### src/rtl/fetch_ctrl_if.sv
// Decode/hazard inputs and fetch-control outputs between the ID stage and fetch_ctrl.
interface fetch_ctrl_if;
   logic       br_op_id;
   logic       cbz_id;
   logic       uncond_id;
   logic       brtaken_id;
   logic [4:0] br_reg_id;
   logic       ex_wr_en;
   logic       ex_mem_read;
   logic [4:0] ex_rd;
   logic       mem_wr_en;
   logic [4:0] mem_rd;
   logic       pc_we;
   logic       ifid_we;
   logic       ifid_flush;
   logic [1:0] forward_br;

   modport master (
      output br_op_id, cbz_id, uncond_id, brtaken_id, br_reg_id,
      output ex_wr_en, ex_mem_read, ex_rd, mem_wr_en, mem_rd,
      input  pc_we, ifid_we, ifid_flush, forward_br
   );

   modport slave (
      input  br_op_id, cbz_id, uncond_id, brtaken_id, br_reg_id,
      input  ex_wr_en, ex_mem_read, ex_rd, mem_wr_en, mem_rd,
      output pc_we, ifid_we, ifid_flush, forward_br
   );
endinterface

### src/rtl/fetch_ctrl.sv
// Fetch control: load-use stall, branch redirect flush, BR/CBZ operand forwarding; outputs are combinational.
// Stalls by dropping pc_we/ifid_we for one cycle; FETCH_CTRL_STATS_EN adds saturating stall/redirect counters.
module fetch_ctrl (
   input  logic        clk,
   input  logic        rst_n,
   fetch_ctrl_if.slave fc
`ifdef FETCH_CTRL_STATS_EN
   ,
   output logic [31:0] stall_cnt,
   output logic [31:0] redir_cnt
`endif
);

   localparam logic [1:0] ST_RUN     = 2'd0;
   localparam logic [1:0] ST_LDSTALL = 2'd1;
   localparam logic [1:0] ST_REDIR   = 2'd2;

   logic [1:0] state_q, state_d;
   logic       reg_use, ex_match, mem_match, load_use, redirect_req;
   logic       pc_we, ifid_we, ifid_flush;
   logic [1:0] forward_br;

   always_comb begin
      reg_use      = (fc.br_op_id | fc.cbz_id) & (fc.br_reg_id != 5'd31);
      ex_match     = fc.ex_wr_en & (fc.ex_rd == fc.br_reg_id);
      mem_match    = fc.mem_wr_en & (fc.mem_rd == fc.br_reg_id);
      load_use     = (state_q == ST_RUN) & reg_use & ex_match & fc.ex_mem_read;
      redirect_req = fc.uncond_id | fc.br_op_id | fc.brtaken_id;

      if (reg_use && ex_match && !fc.ex_mem_read) begin
         forward_br = 2'b10;
      end else if (reg_use && mem_match) begin
         forward_br = 2'b01;
      end else begin
         forward_br = 2'b00;
      end

      state_d    = ST_RUN;
      pc_we      = 1'b1;
      ifid_we    = 1'b1;
      ifid_flush = 1'b0;
      case (state_q)
         ST_RUN: begin
            // Hazard takes precedence; any branch is re-evaluated in LDSTALL.
            if (load_use) begin
               pc_we   = 1'b0;
               ifid_we = 1'b0;
               state_d = ST_LDSTALL;
            end else if (redirect_req) begin
               ifid_flush = 1'b1;
               state_d    = ST_REDIR;
            end
         end
         ST_LDSTALL: begin
            if (redirect_req) begin
               ifid_flush = 1'b1;
               state_d    = ST_REDIR;
            end
         end
         // Second wrong-path fetch arrives late from synchronous imem; squash it too.
         ST_REDIR: ifid_flush = 1'b1;
         default:  state_d    = ST_RUN;
      endcase

      if (!rst_n) begin
         pc_we      = 1'b0;
         ifid_we    = 1'b0;
         ifid_flush = 1'b1;
         forward_br = 2'b00;
         state_d    = ST_RUN;
      end
   end

   assign fc.pc_we      = pc_we;
   assign fc.ifid_we    = ifid_we;
   assign fc.ifid_flush = ifid_flush;
   assign fc.forward_br = forward_br;

   always_ff @(posedge clk or negedge rst_n) begin
      if (!rst_n) begin
         state_q <= ST_RUN;
      end else begin
         state_q <= state_d;
      end
   end

`ifdef FETCH_CTRL_STATS_EN
   logic [31:0] stall_cnt_q, stall_cnt_d;
   logic [31:0] redir_cnt_q, redir_cnt_d;

   always_comb begin
      stall_cnt_d = stall_cnt_q;
      redir_cnt_d = redir_cnt_q;
      if ((state_d == ST_LDSTALL) && (state_q != ST_LDSTALL) && (stall_cnt_q != 32'hFFFF_FFFF)) begin
         stall_cnt_d = stall_cnt_q + 32'd1;
      end
      if ((state_d == ST_REDIR) && (state_q != ST_REDIR) && (redir_cnt_q != 32'hFFFF_FFFF)) begin
         redir_cnt_d = redir_cnt_q + 32'd1;
      end
   end

   always_ff @(posedge clk or negedge rst_n) begin
      if (!rst_n) begin
         stall_cnt_q <= 32'd0;
         redir_cnt_q <= 32'd0;
      end else begin
         stall_cnt_q <= stall_cnt_d;
         redir_cnt_q <= redir_cnt_d;
      end
   end

   assign stall_cnt = stall_cnt_q;
   assign redir_cnt = redir_cnt_q;
`endif

endmodule

### src/flat_wrapper.sv
// flat-port wrapper written by rule: the top's interface ports become plain ports
module fetch_ctrl_flat 
  (clk, rst_n, fc_br_op_id, fc_cbz_id, fc_uncond_id, fc_brtaken_id, fc_br_reg_id, fc_ex_wr_en, fc_ex_mem_read, fc_ex_rd, fc_mem_wr_en, fc_mem_rd, fc_pc_we, fc_ifid_we, fc_ifid_flush, fc_forward_br);
  fetch_ctrl_if fc_i ();
  input  logic clk;
  input  logic rst_n;
  input wire logic [$bits(fc_i.br_op_id)-1:0] fc_br_op_id;
  input wire logic [$bits(fc_i.cbz_id)-1:0] fc_cbz_id;
  input wire logic [$bits(fc_i.uncond_id)-1:0] fc_uncond_id;
  input wire logic [$bits(fc_i.brtaken_id)-1:0] fc_brtaken_id;
  input wire logic [$bits(fc_i.br_reg_id)-1:0] fc_br_reg_id;
  input wire logic [$bits(fc_i.ex_wr_en)-1:0] fc_ex_wr_en;
  input wire logic [$bits(fc_i.ex_mem_read)-1:0] fc_ex_mem_read;
  input wire logic [$bits(fc_i.ex_rd)-1:0] fc_ex_rd;
  input wire logic [$bits(fc_i.mem_wr_en)-1:0] fc_mem_wr_en;
  input wire logic [$bits(fc_i.mem_rd)-1:0] fc_mem_rd;
  output wire logic [$bits(fc_i.pc_we)-1:0] fc_pc_we;
  output wire logic [$bits(fc_i.ifid_we)-1:0] fc_ifid_we;
  output wire logic [$bits(fc_i.ifid_flush)-1:0] fc_ifid_flush;
  output wire logic [$bits(fc_i.forward_br)-1:0] fc_forward_br;
  assign fc_i.br_op_id = fc_br_op_id;
  assign fc_i.cbz_id = fc_cbz_id;
  assign fc_i.uncond_id = fc_uncond_id;
  assign fc_i.brtaken_id = fc_brtaken_id;
  assign fc_i.br_reg_id = fc_br_reg_id;
  assign fc_i.ex_wr_en = fc_ex_wr_en;
  assign fc_i.ex_mem_read = fc_ex_mem_read;
  assign fc_i.ex_rd = fc_ex_rd;
  assign fc_i.mem_wr_en = fc_mem_wr_en;
  assign fc_i.mem_rd = fc_mem_rd;
  assign fc_pc_we = fc_i.pc_we;
  assign fc_ifid_we = fc_i.ifid_we;
  assign fc_ifid_flush = fc_i.ifid_flush;
  assign fc_forward_br = fc_i.forward_br;
  fetch_ctrl u_core (.clk(clk), .rst_n(rst_n), .fc(fc_i));
endmodule
### config.mk
export PLATFORM = sky130hd
export DESIGN_NAME = fetch_ctrl_flat
export DESIGN_NICKNAME = d
export VERILOG_FILES = /design/src/rtl/fetch_ctrl_if.sv /design/src/rtl/fetch_ctrl.sv /design/src/flat_wrapper.sv
export SDC_FILE = /design/constraint.sdc
export NUM_CORES = 1
export LEC_CHECK = 0
export BUFFER_PORTS_ARGS = -buffer_cell sky130_fd_sc_hd__buf_2
export CORE_AREA = 2 2 39 41
export CTS_CLUSTER_SIZE = 10
export DETAILED_ROUTE_END_ITERATION = 8
export DIE_AREA = 0 0 41 43
export PLACE_DENSITY = 0.54
export REMOVE_ABC_BUFFERS = 1
export SYNTH_ARGS = -nofsm -noshare
export SYNTH_HDL_FRONTEND = slang
export SYNTH_SLANG_ARGS = --single-unit
### constraint.sdc
create_clock -name clk -period 3.61 [get_ports clk]
set_input_delay 0.361 -clock clk [delete_from_list [all_inputs] [get_ports clk]]
set_output_delay 0.361 -clock clk [all_outputs]
set_load 0.005 [all_outputs]
=== After elaboration in Yosys (flattened, before gate mapping) ===
Index checks and enable logic that the tools add are counted.

* Eq/ne operators: 5
* Multiplexer cells: 14
* Bitwise logic cells: 9
* Reduce and logical (&&, ||, !) cells: 5

{| class="wikitable"
|+ Operators by type and width
! cell !! count
|-
| $eq 5x5->1 || 2
|-
| $mux 2 || 5
|-
| $mux 1 || 7
|-
| $and 1x1->1 || 6
|-
| $ne 5x5->1 const B || 1
|-
| $pmux 2 s2 || 1
|-
| $logic_and 1x1->1 || 3
|-
| $or 1x1->1 || 3
|-
| $pmux 1 s3 || 1
|-
| $eq 2x1->1 const B || 1
|-
| $eq 2x2->1 const B || 1
|-
| $logic_not 2->1 || 1
|-
| $logic_not 1->1 || 1
|}

* Flip-flop bits (word level): 2
* Bits of input ports: 24
* Output and inout bits: 5
* Word-level logic and storage cells: 34

=== Longest topological paths before layout ===
Gate-level depths: netlist of run 1.

* Word-level depth: 8
* Gate-level depth with buffers: 5
* Gate-level depth less buffers: 4

=== Worst setup path after synthesis of run 1 ===
OpenSTA, ideal clock, no wires.

* Path type: input-to-output
* From: in fc_br_reg_id[1]
* To: out fc_pc_we
* Arrival time: 1.511 ns
* Data required time: 3.249 ns
* Slack: 1.738 ns
* Stages on the path: 5
* Buffers on the path: 1
* Cell sequence: xnor2_1 -> nand4_1 -> or4_4 -> o21a_1 -> buf_4

* Cells in the longest elaborated chain, start to end: 8
* Elaborated cells between the ends (all ways): 10
* Those cells by class: eq/ne (2); mux (3); bitwise (5)

{| class="wikitable"
|+ Ends and longest elaborated chain
! element !! line !! RTL
|-
| start, declared || flat_wrapper.sv:11 || <nowiki>input wire logic [$bits(fc_i.br_reg_id)-1:0] fc_br_reg_id;</nowiki>
|-
| $ne 5x5->1 || fetch_ctrl.sv:24 || <nowiki>reg_use = (fc.br_op_id | fc.cbz_id) & (fc.br_reg_id != 5'd31);</nowiki>
|-
| $and 1x1->1 || fetch_ctrl.sv:24 ||
|-
| $and 1x1->1 || fetch_ctrl.sv:27 || <nowiki>load_use = (state_q == ST_RUN) & reg_use & ex_match & fc.ex_mem_read;</nowiki>
|-
| $and 1x1->1 * (2 in series) || fetch_ctrl.sv:27 ||
|-
| $mux 1 * (3 in series) || - ||
|-
| end, declared || flat_wrapper.sv:17 || <nowiki>output wire logic [$bits(fc_i.pc_we)-1:0] fc_pc_we;</nowiki>
|}

Mark *: on every way between the ends. The rest lies on a longest branch, timed or not.

=== Worst setup path in the final report of run 1 ===
* From: in fc_br_reg_id[4]
* To: out fc_ifid_we

* Cells in the longest elaborated chain, start to end: 8
* Elaborated cells between the ends (all ways): 10
* Those cells by class: eq/ne (2); mux (3); bitwise (5)

{| class="wikitable"
|+ Ends and longest elaborated chain
! element !! line !! RTL
|-
| $ne 5x5->1 || fetch_ctrl.sv:24 ||
|-
| $and 1x1->1 || fetch_ctrl.sv:24 ||
|-
| $and 1x1->1 || fetch_ctrl.sv:27 ||
|-
| $and 1x1->1 * (2 in series) || fetch_ctrl.sv:27 ||
|-
| $mux 1 * || fetch_ctrl.sv:45 || <nowiki>if (load_use) begin</nowiki>
|-
| $mux 1 * || fetch_ctrl.sv:42 || <nowiki>case (state_q)</nowiki>
|-
| $mux 1 * || fetch_ctrl.sv:65 || <nowiki>if (!rst_n) begin</nowiki>
|-
| end, declared || flat_wrapper.sv:18 || <nowiki>output wire logic [$bits(fc_i.ifid_we)-1:0] fc_ifid_we;</nowiki>
|}

Marked as above.

==> results of run 1 <==
-- critical path, cell delays in order --
cell and delay [ns]:
buf_2 0.12, xnor2_1 0.16, nand4_1 0.17, or4_4 0.55, o21a_1 0.19, buf_2 0.12
-- per-layer routing --
layer,GRT usage,share of wire
met1,0.0990,0.44
met2,0.138,0.45
met3,0.0209,0.11
met4,0.120,0
met5,0,0
-- area by class of cell --
type / instances / area (um2) / share of cell area
Timing Repair Buffer: 29 / 150 / 0.323
Tap cell: 16 / 20.0 / 0.0431
Clock buffer: 3 / 22.5 / 0.0485
Multi-Input combinational cell: 30 / 221 / 0.477
Sequential cell: 2 / 50.0 / 0.108
-- how the worst max path moves through the flow --
| stage | from | to | cells after the start |
|---|---|---|---|
| after detailed placement | fc_br_reg_id[4] | fc_ifid_we | 6 |
| after CTS | fc_br_reg_id[4] | fc_ifid_we | 6 |
| after global placement | fc_br_reg_id[4] | fc_ifid_we | 6 |
| final | fc_br_reg_id[4] | fc_ifid_we | 6 |
| after global routing | fc_br_reg_id[1] | fc_ifid_we | 6 |
| after floorplan | fc_br_reg_id[1] | fc_ifid_we | 4 |
-- metrics by stage --
step                      area (um2)  hold WS, ns
after floorplan                  272       0.0654
after global placement           432        0.184
after detailed placement         432        0.183
after CTS                        464        0.476
after global routing             464        0.513
final                            464        0.491
-- synthesized netlist by cell type, types with 2 or more instances --
| master | number |
|---|---|
| xnor2_1 | 6 |
| nand2_1 | 2 |
| dfrtp_1 | 2 |
| nor4_1 | 2 |
| nor3_1 | 3 |
| nand2b_1 | 2 |
| nand4_1 | 2 |
| xor2_1 | 4 |
-- kinds of logic after synthesis --
family                 after synthesis
flip-flops                           2
AO/OA/AOI/OAI                        3
AND/OR/NAND/NOR                     17
buffers and inverters                1
XOR/XNOR                            10
-- power by group through the flow --
stage	Combinational [mW]	Sequential [mW]	Clock, mW
3_3_place_gp	0.0363	0.0250	0
5_1_grt	0.0413	0.0250	0.0539
6_report	0.0370	0.0248	0.0500
2_1_floorplan	0.0160	0.0248	0
4_1_cts	0.0374	0.0248	0.0533
3_5_place_dp	0.0364	0.0250	0
-- repair_timing --
action / in CTS / in global routing
hold buffers: 1 / 0
endpoints found under the hold margin: 2 / 0
setup buffers: 0 / 0
==> results.md, run 1 <==
- Clock-pin slew on the worst setup and hold paths: 0.03 ns
- Num CTS Buffers: 3
- PostCTS Resize Cnt: 0
- Share of layout cells above drive strength 1: 0.516
- Period utilization: 0.568
- Worst relative slew slack: 0.748
- Iteration-0 DRC Markers: 5
- Flops & latches, synth: 2
- RSZ-0062 raised after global routing: no
- Synth Area in Compound Gates: 0.0807
- Status: complete, no violations
- Worst Setup Slack, final: between 1.5 and 2 ns
- Adder-cell share of the synthesized area: 0
- Sink Count: 2
- GPL Wtd Cong: roughly 0.64
- DR WL/cell: 9.74 um
- Biggest register: u_core.state_q
- Total design power: 0.112 mW
- Clock buffer depth: 2
- Via density per instance: 4.45
- Mux share of post-synthesis cell area: 0
- Worst-Margin Slew: roughly 0.38 ns
- Max Clk Rate: 488 MHz
- First-pass GRT wire length: around 1.1 mm
- Area grow syn2layout: 66.4%
- H-tree Lvls: 1
- Die Y: around 43 um
- Worst setup SP type: input pin
- Non-Filler Instances: 80
- Nets: 90
- Most common cell after layout, fill and taps aside: buf_2
- Peak supply drop: a little under 0.09 mV
- Synthesized area: between 200 and 300 um2
- Max reg flops: 2
- Largest net degree at the start of global routing: 9
- Post-route minimum period: 2.05 ns
- Most frequent cells in the layout: 28 x buf_2, 6 x xnor2_1, 4 x xor2_1
- Post-Route Setup TNS: 0 ns
- Synthesized instance count: 33
- Dominant synthesized flop cell: dfrtp_1
- Number of global-route vias before repair: 313
- Post-synthesis xor/xnor area fraction: 0.314
- Placed Cells: 76
- Leak: roughly 0.21 nW
- R2R setup slack: between 2 and 2.5 ns
- Ranking of synthesized cells by area: xnor2_1 19%, dfrtp_1 18%, xor2_1 13%
- Clock Latency Late Sink: 0.23 ns
- Synth unique cells: 18
- Ys Warns: 0
- Final antenna-violating net count: 0
- Die W: between 40 and 50 um
- Crit Path Max Fanout: 4
- FILL cells: about 160
- Max Slew Vio Count: 0
- Critical path capture point type: output port
- Clock power share: 0.447
- CP Data Required Time: 3.25 ns
- Grt total ovfl: 0
- R2R cell count: 3
- Largest registers: u_core.state_q (2)
- Cell Pwr Density: 241 nW/um2
- Worst r2r src: u_core.state_q[0]
- Vias: 356
- Initial Util: 0.202
- Post-Synth Simple-Gate Area: 0.399
- WS Path Type: input pin to output port
- Max-cap viol count: 0
- Post-synthesis sequential area ratio: 0.179
- CTS tree: yes
- Pre-antenna DRT Iters: 4
- GRT Total Usage: 0.0972
- Synth Area per Inst: 8.46 um2
- CTS Root Cell: clkbuf_4
- Part of the power in registers: 0.222
- WP data arrival: 1.69 ns
- Hold Crit Class: input pin to asynchronous set/reset pin
- Main combinational cell family by area after synthesis: simple AND/OR/NAND/NOR gates
- R2R Path End: u_core.state_q[0]
- Setup WS pre-CTS: 1.55 ns
- Sw Ratio: 0.275
- Antenna cells: 0
- Synth area leader: xnor2_1
- Final-report hold violation count: 0
- FFs w/ async S/R, synth: 1.00
- Cell internal pwr: 0.0809 mW
- Cell Rows: 14
- Routed wire length: 779 um
- PortBufs: 28
- Final setup fails: 0
- Die ar.: 1760 um2
- DR DRC count: 0
- NetSw: 0.0308 mW
- Core footprint: around 1400 um2
- Clock Skew: approximately 0.0013 ns
- Logic pwr share: 0.331
- IO Count: 29
- Initial antenna violation count: 0
- EDFF count, synth: 0
- Yosys top cell area share: 0.188
- Final core utilization: 0.335
No activity file was read; power rests on OpenSTA's default activity.
==> inputs of run 2 (changes only) <==
==> constraint.sdc (replaced) <==
create_clock -name clk -period 2 [get_ports clk]
set_input_delay 0.2 -clock clk [delete_from_list [all_inputs] [get_ports clk]]
set_output_delay 0.2 -clock clk [all_outputs]
set_load 0.005 [all_outputs]
==> run 2 against run 1 <==
Worst setup slack worse by 1.3 ns; non-clock buffer count unchanged; worst hold slack worse by 0.17 ns; via count up 1.7%; cell count unchanged; global-route usage unchanged; critical path type unchanged.
==> results.md, run 2 (synthesis results as in run 1) <==
- First-pass GRT wire length: 1.08 mm (about the same)
- Most common cell after layout, fill and taps aside: buf_2 (unchanged)
- FF/Latch Area: 50.0 um2 (unchanged)
- Die Y: 43 um (unchanged)
- Area grow syn2layout: 66.4% (unchanged)
- GRT Total Usage: 0.0972 (unchanged)
- IO Count: 29 (unchanged)
- Hold Crit Class: input pin to asynchronous set/reset pin (unchanged)
- Max Slew Vio Count: 0 (unchanged)
- Die ar.: 1760 um2 (unchanged)
- Max Clk Rate: 574 MHz
- Sink Count: 2 (unchanged)
- Total design power: 0.202 mW (was 0.112 mW)
- R2R setup slack: 0.81 ns (was 2.42 ns)
- Pre-antenna DRT Iters: 2 (was 4)
- FILL cells: 147 (was 155)
- Core footprint: 1380 um2 (unchanged)
- Max reg flops: 2 (unchanged)
- R2R cell count: 3 (unchanged)
- CP cell instances: buf_2, xnor2_1, nand4_1, or4_4, o21a_1, buf_2 (unchanged)
- NetSw: 0.0561 mW (was 0.0308 mW)
- WS Path Type: input pin to output port (unchanged)
- Setup WS pre-CTS: 0.254 ns (was 1.55 ns)
- Critical path's slowest cell: or4_4 (unchanged)
- Post-Route Setup TNS: 0 ns (unchanged)
- Clock Latency Late Sink: 0.23 ns (about the same)
- Peak supply drop: 0.145 mV (was 0.0892 mV)
- Status: complete, no violations (unchanged)
- Post-route minimum period: 1.74 ns
- Slowest stage delay, CP: 0.56 ns (was 0.55 ns)
- Footprint of the multi-input gates: 221 um2 (unchanged)
- Worst-Margin Slew: 0.331 ns (was 0.375 ns)
- CP Depth: 6 (unchanged)
- Final setup fails: 0 (unchanged)
- Routed wire length: 775 um (was 779 um)
- Period utilization: 0.871
- Logic pwr share: 0.330 (was 0.331)
- Clock buffer depth: 2 (unchanged)
- Grt total ovfl: 0 (unchanged)
- Worst Setup Slack, final: 0.257 ns (was 1.56 ns)
- Leak: 0.213 nW (unchanged)
- DR DRC count: 0 (unchanged)
- Biggest register: u_core.state_q (unchanged)
- Part of the power in registers: 0.221 (was 0.222)
- Via density per instance: 4.53 (was 4.45)
- Cell Rows: 14 (unchanged)
- Worst relative slew slack: 0.777 (was 0.748)
- Initial antenna violation count: 0 (unchanged)
- Critical path capture point type: output port (unchanged)
- PortBufs: 28 (unchanged)
- Worst r2r src: u_core.state_q[0] (unchanged)
- CP most frequent cell: buf_2 (unchanged)
- H-tree Lvls: 1 (unchanged)
- Die W: 41 um (unchanged)
- DR WL/cell: 9.69 um (was 9.74 um)
- Worst setup SP type: input pin (unchanged)
- R2R Path End: u_core.state_q[0] (unchanged)
- Max-cap viol count: 0 (unchanged)
- Crit Path Max Fanout: 4 (unchanged)
- Num CTS Buffers: 3 (unchanged)
- Largest registers: u_core.state_q (2) (unchanged)
- Sw Ratio: 0.277 (was 0.275)
- CTS tree: yes (unchanged)
- CTS Root Cell: clkbuf_4 (unchanged)
- Number of global-route vias before repair: 301 (was 313)
- WP data arrival: 1.54 ns (was 1.69 ns)
- Most frequent cells in the layout: 28 x buf_2, 6 x xnor2_1, 4 x xor2_1 (unchanged)
- Final-report hold violation count: 0 (unchanged)
- Nets: 90 (unchanged)
- Cell Pwr Density: 436 nW/um2 (was 241 nW/um2)
- Final antenna-violating net count: 0 (unchanged)
- Crit path max-delay family: simple AND/OR/NAND/NOR gates (unchanged)
- Clock-pin slew on the worst setup and hold paths: 0.03 ns (about the same)
- Largest net degree at the start of global routing: 9 (unchanged)
- Clock Skew: 0.00112 ns (was 0.00131 ns)
- Setup bufs post-CTS: 0 (unchanged)
- WP buf/inv: 2 (unchanged)
- Vias: 362 (was 356)
- Antenna cells: 0 (unchanged)
- Share of layout cells above drive strength 1: 0.516 (unchanged)
- Iteration-0 DRC Markers: 6 (was 5)
- Clock power share: 0.449 (was 0.447)
- CP Data Required Time: 1.80 ns (was 3.25 ns)
- RSZ-0062 raised after global routing: no (unchanged)
- Initial Util: 0.202 (unchanged)
- Fin Hold WS: 0.322 ns (was 0.491 ns)
- Cell internal pwr: 0.146 mW (was 0.0809 mW)
- GPL Wtd Cong: 0.640 (about the same)
[run 2: worst max path at each step]
stage / end / startpoint / slack, ns
floorplan: fc_ifid_we / fc_br_reg_id[1] / 0.57
global placement: fc_ifid_we / fc_br_reg_id[4] / 0.26
detailed placement: fc_ifid_we / fc_br_reg_id[1] / 0.25
CTS: fc_ifid_we / fc_br_reg_id[4] / 0.25
global route: fc_ifid_we / fc_br_reg_id[4] / 0.17
finish: fc_ifid_we / fc_br_reg_id[4] / 0.26
[run 2: stage by stage]
stage	util	cell area, um2	cells
6_report	0.335	464	80
3_5_place_dp	0.312	432	76
4_1_cts	0.335	464	80
3_3_place_gp	0.312	432	76
2_1_floorplan	-	272	32
5_1_grt	0.335	464	80
[run 2: cell type report]
| class | instances | area share |
|---|---|---|
| well taps | 16 | 0.0431 |
| clock buffers | 3 | 0.0485 |
| repair buffers | 29 | 0.323 |
| flip-flops and latches | 2 | 0.108 |
| multi-input cells | 30 | 0.477 |
[run 2: routing by layer]
| layer | global-route usage | vias up | routed length (um) |
|---|---|---|---|
| met3 | 0.0157 | 0 | 65 |
| met4 | 0.120 | 0 | 0 |
| met5 | 0 | - | 0 |
| met1 | 0.102 | 154 | 351 |
| li1 | - | 188 | - |
| met2 | 0.138 | 20 | 358 |
[run 2: power groups by stage]
stage / combinational [mW] / clock (mW) / sequential (mW)
final: 0.0668 / 0.0907 / 0.0447
after global routing: 0.0744 / 0.0974 / 0.0451
after CTS: 0.0678 / 0.0962 / 0.0447
after detailed placement: 0.0660 / 0 / 0.0451
after global placement: 0.0656 / 0 / 0.0451
after floorplan: 0.0288 / 0 / 0.0448
[run 2: timing repair]
| item | in CTS | in global routing |
|---|---|---|
| resized for setup | 0 | 0 |
| hold buffers | 1 | 0 |
| setup endpoints to repair | 0 | 0 |
| endpoints found under the hold margin | 2 | 0 |
==> inputs of run 3 (changes only) <==
--- a/config.mk
+++ b/config.mk
@@ -5,12 +5,13 @@
 export SDC_FILE = /design/constraint.sdc
 export NUM_CORES = 1
 export LEC_CHECK = 0
+export ABC_AREA = 1
 export BUFFER_PORTS_ARGS = -buffer_cell sky130_fd_sc_hd__buf_2
 export CORE_AREA = 2 2 39 41
 export CTS_CLUSTER_SIZE = 10
 export DETAILED_ROUTE_END_ITERATION = 8
 export DIE_AREA = 0 0 41 43
-export PLACE_DENSITY = 0.54
+export PLACE_DENSITY = 0.59
 export REMOVE_ABC_BUFFERS = 1
 export SYNTH_ARGS = -nofsm -noshare
 export SYNTH_HDL_FRONTEND = slang
==> run 3 against run 2 <==
Synthesized cell count up 85%; largest cell class unchanged; critical path type unchanged; register-to-register slack improved by 0.13 ns; clock power down 2.3%.
==> results.md, run 3 <==
- Crit Path Max Fanout: 6 (was 4)
- Cell Rows: 14 (unchanged)
- Final core utilization: 0.388 (was 0.335)
- Ys Warns: 0 (unchanged)
- Non-Filler Instances: 108 (was 80)
- Largest net degree at the start of global routing: 7 (was 9)
- Die Y: 43 um (unchanged)
- Area grow syn2layout: 52.7% (was 66.4%)
- Yosys top cell area share: 0.142 (was 0.188)
- Most common cell after layout, fill and taps aside: buf_2 (unchanged)
- H-tree Lvls: 1 (unchanged)
- Clock-pin slew on the worst setup and hold paths: 0.03 ns (about the same)
- R2R cell count: 4 (was 3)
- Post-Synth Simple-Gate Area: 0.448 (was 0.399)
- Max-cap viol count: 0 (unchanged)
- Adder-cell share of the synthesized area: 0 (unchanged)
- Grt total ovfl: 0 (unchanged)
- Most frequent cells in the layout: 28 x buf_2, 13 x nand2_1, 12 x inv_1 (was 28 x buf_2, 6 x xnor2_1, 4 x xor2_1)
- CTS Root Cell: clkbuf_4 (unchanged)
- CTS tree: yes (unchanged)
- R2R setup slack: 0.94 ns (was 0.81 ns)
- Hold Crit Class: input pin to asynchronous set/reset pin (unchanged)
- Placed Cells: 104 (was 76)
- Final antenna-violating net count: 0 (unchanged)
- First-pass GRT wire length: 1.52 mm (was 1.08 mm)
- Post-synthesis xor/xnor area fraction: 0.0747 (was 0.314)
- Core footprint: 1380 um2 (unchanged)
- Worst r2r src: u_core.state_q[1] (was u_core.state_q[0])
- Sink Count: 2 (unchanged)
- Antenna cells: 0 (unchanged)
- Synth Area per Inst: 5.76 um2 (was 8.46 um2)
- Synth unique cells: 18 (unchanged)
- RSZ-0062 raised after global routing: no (unchanged)
- Worst-Margin Slew: 0.274 ns (was 0.331 ns)
- Synthesized instance count: 61 (was 33)
- Post-Route Setup TNS: 0 ns (unchanged)
- Placed cell area: 504 um2 (was 432 um2)
- IO Count: 29 (unchanged)
- Post-synthesis sequential area ratio: 0.142 (was 0.179)
- Initial antenna violation count: 0 (unchanged)
- Synthesized area: 352 um2 (was 279 um2)
- Share of layout cells above drive strength 1: 0.446 (was 0.516)
- Footprint of the multi-input gates: 241 um2 (was 221 um2)
- Max Slew Vio Count: 0 (unchanged)
- Pre-antenna DRT Iters: 3 (was 2)
- Period utilization: 0.894 (was 0.871)
- Number of global-route vias before repair: 421 (was 301)
- Clock buffer depth: 2 (unchanged)
- Die ar.: 1760 um2 (unchanged)
- HPWL Detailed: 825 um
- PortBufs: 28 (unchanged)
- Post-route minimum period: 1.79 ns (was 1.74 ns)
- FILL cells: 170 (was 147)
- Final setup fails: 0 (unchanged)
- Largest registers: u_core.state_q (2) (unchanged)
- Routed wire length: 912 um (was 775 um)
- Initial Util: 0.254 (was 0.202)
- Iteration-0 DRC Markers: 5 (was 6)
- Leak: 0.317 nW (was 0.213 nW)
- Flops & latches, synth: 2 (unchanged)
- FF/Latch Area: 50.0 um2 (unchanged)
- CP Data Required Time: 1.80 ns (about the same)
- Max Clk Rate: 559 MHz (was 574 MHz)
- Top-count cell post-synth: nand2_1 (was xnor2_1)
- EDFF count, synth: 0 (unchanged)
- Worst relative slew slack: 0.816 (was 0.777)
- Vias: 474 (was 362)
- Via density per instance: 4.39 (was 4.53)
- WS Path Type: input pin to output port (unchanged)
- Cell Pwr Density: 394 nW/um2 (was 436 nW/um2)
- GPL Wtd Cong: 0.707 (was 0.640)
- Status: complete, no violations (unchanged)
- Nets: 118 (was 90)
- WP data arrival: 1.59 ns (was 1.54 ns)
- Max reg flops: 2 (unchanged)
- DR WL/cell: 8.44 um (was 9.69 um)
- FFs w/ async S/R, synth: 1.00 (unchanged)
- Critical path capture point type: output port (unchanged)
- Clock Latency Late Sink: 0.22 ns (was 0.23 ns)
- Dominant synthesized flop cell: dfrtp_1 (unchanged)
- Setup bufs post-CTS: 0 (unchanged)
- Biggest register: u_core.state_q (unchanged)
- Peak supply drop: 0.177 mV (was 0.145 mV)
- Clock Skew: 0.000550 ns (was 0.00112 ns)
- Most frequent cells after synthesis: 13 x nand2_1, 12 x inv_1, 8 x nor2_1 (was 6 x xnor2_1, 4 x xor2_1, 3 x nor3_1)
- R2R Path End: u_core.state_q[1] (was u_core.state_q[0])
- Final-report hold violation count: 0 (unchanged)
- Die W: 41 um (unchanged)
- DR DRC count: 0 (unchanged)
- Mux share of post-synthesis cell area: 0 (unchanged)
- Finished Cell Area: 537 um2 (was 464 um2)
- GRT Total Usage: 0.120 (was 0.0972)
- Num CTS Buffers: 3 (unchanged)
- Ranking of synthesized cells by area: dfrtp_1 14%, nand2_1 14%, inv_1 13% (was xnor2_1 19%, dfrtp_1 18%, xor2_1 13%)
- Main combinational cell family by area after synthesis: simple AND/OR/NAND/NOR gates (unchanged)
- Synth Area in Compound Gates: 0.164 (was 0.0807)
- Worst setup SP type: input pin (unchanged)
- Synth area leader: dfrtp_1 (was xnor2_1)
==> run 3: cell types whose count changed after synthesis, sizes merged, moves of 3 or more <==
cell,change
inv,+14
nand2,+12
nor2,+10
xnor2,-6
nand3,+5
a21oi,+3
==> run 3: worst max path at each step <==
stage	from	endpoint	slack, ns	depth (start not counted)
after floorplan	u_core.state_q[1]	fc_ifid_flush	0.93	4
after global placement	fc_br_reg_id[1]	fc_ifid_flush	0.71	11
after detailed placement	fc_ex_rd[3]	fc_ifid_flush	0.71	11
after CTS	rst_n	fc_forward_br[0]	0.20	9
after global routing	rst_n	fc_forward_br[0]	0.1	9
final	rst_n	fc_forward_br[0]	0.21	9
==> run 3: repair_timing <==
action                                 CTS  global route
resized for setup                        0             0
hold buffers                             1             0
endpoints found under the hold margin    2             0
==> run 3: per-stage QoR <==
| step | hold slack [ns] | setup slack [ns] | power [mW] |
|---|---|---|---|
| finish | 0.321 | 0.212 | 0.211 |
| global route | 0.339 | 0.0958 | 0.232 |
| CTS | 0.318 | 0.198 | 0.218 |
| detailed placement | 0.0195 | 0.710 | 0.123 |
| global placement | 0.0181 | 0.713 | 0.122 |
| floorplan | -0.0956 | 0.935 | 0.0838 |
==> run 3: where the power goes <==
part | switching (mW) | internal, mW
Combinational | 0.0401 | 0.0383
Clock | 0.0224 | 0.0662
Sequential | 0.00185 | 0.0426
==> run 3: metal layers <==
layer	part of all wire	GRT usage	vias to the layer above
met4	0	0.0200	0
li1	-	-	257
met1	0.42	0.140	199
met3	0.084	0.0366	0
met5	0	0	-
met2	0.50	0.206	18
==> run 3: final cells by class <==
cell class | instances | share of cell area
Sequential cell | 2 | 0.0932
Inverter | 14 | 0.0979
Timing Repair Buffer | 29 | 0.280
Clock buffer | 3 | 0.0420
Tap cell | 16 | 0.0373
Multi-Input combinational cell | 44 | 0.450
==> run 3: logic make-up after synthesis <==
group	count (synthesis)
flip-flops	2
AND/OR/NAND/NOR	33
AO/OA/AOI/OAI	8
buffers and inverters	15
XOR/XNOR	3
==> run 3: critical path, cell delays in order <==
cell and delay (ns):
dlygate4sd3_1 0.52, buf_2 0.16, nand2_1 0.07, a211oi_1 0.23, nand3_1 0.11, nor2_1 0.10
nand2_1 0.06, inv_1 0.05, buf_2 0.10
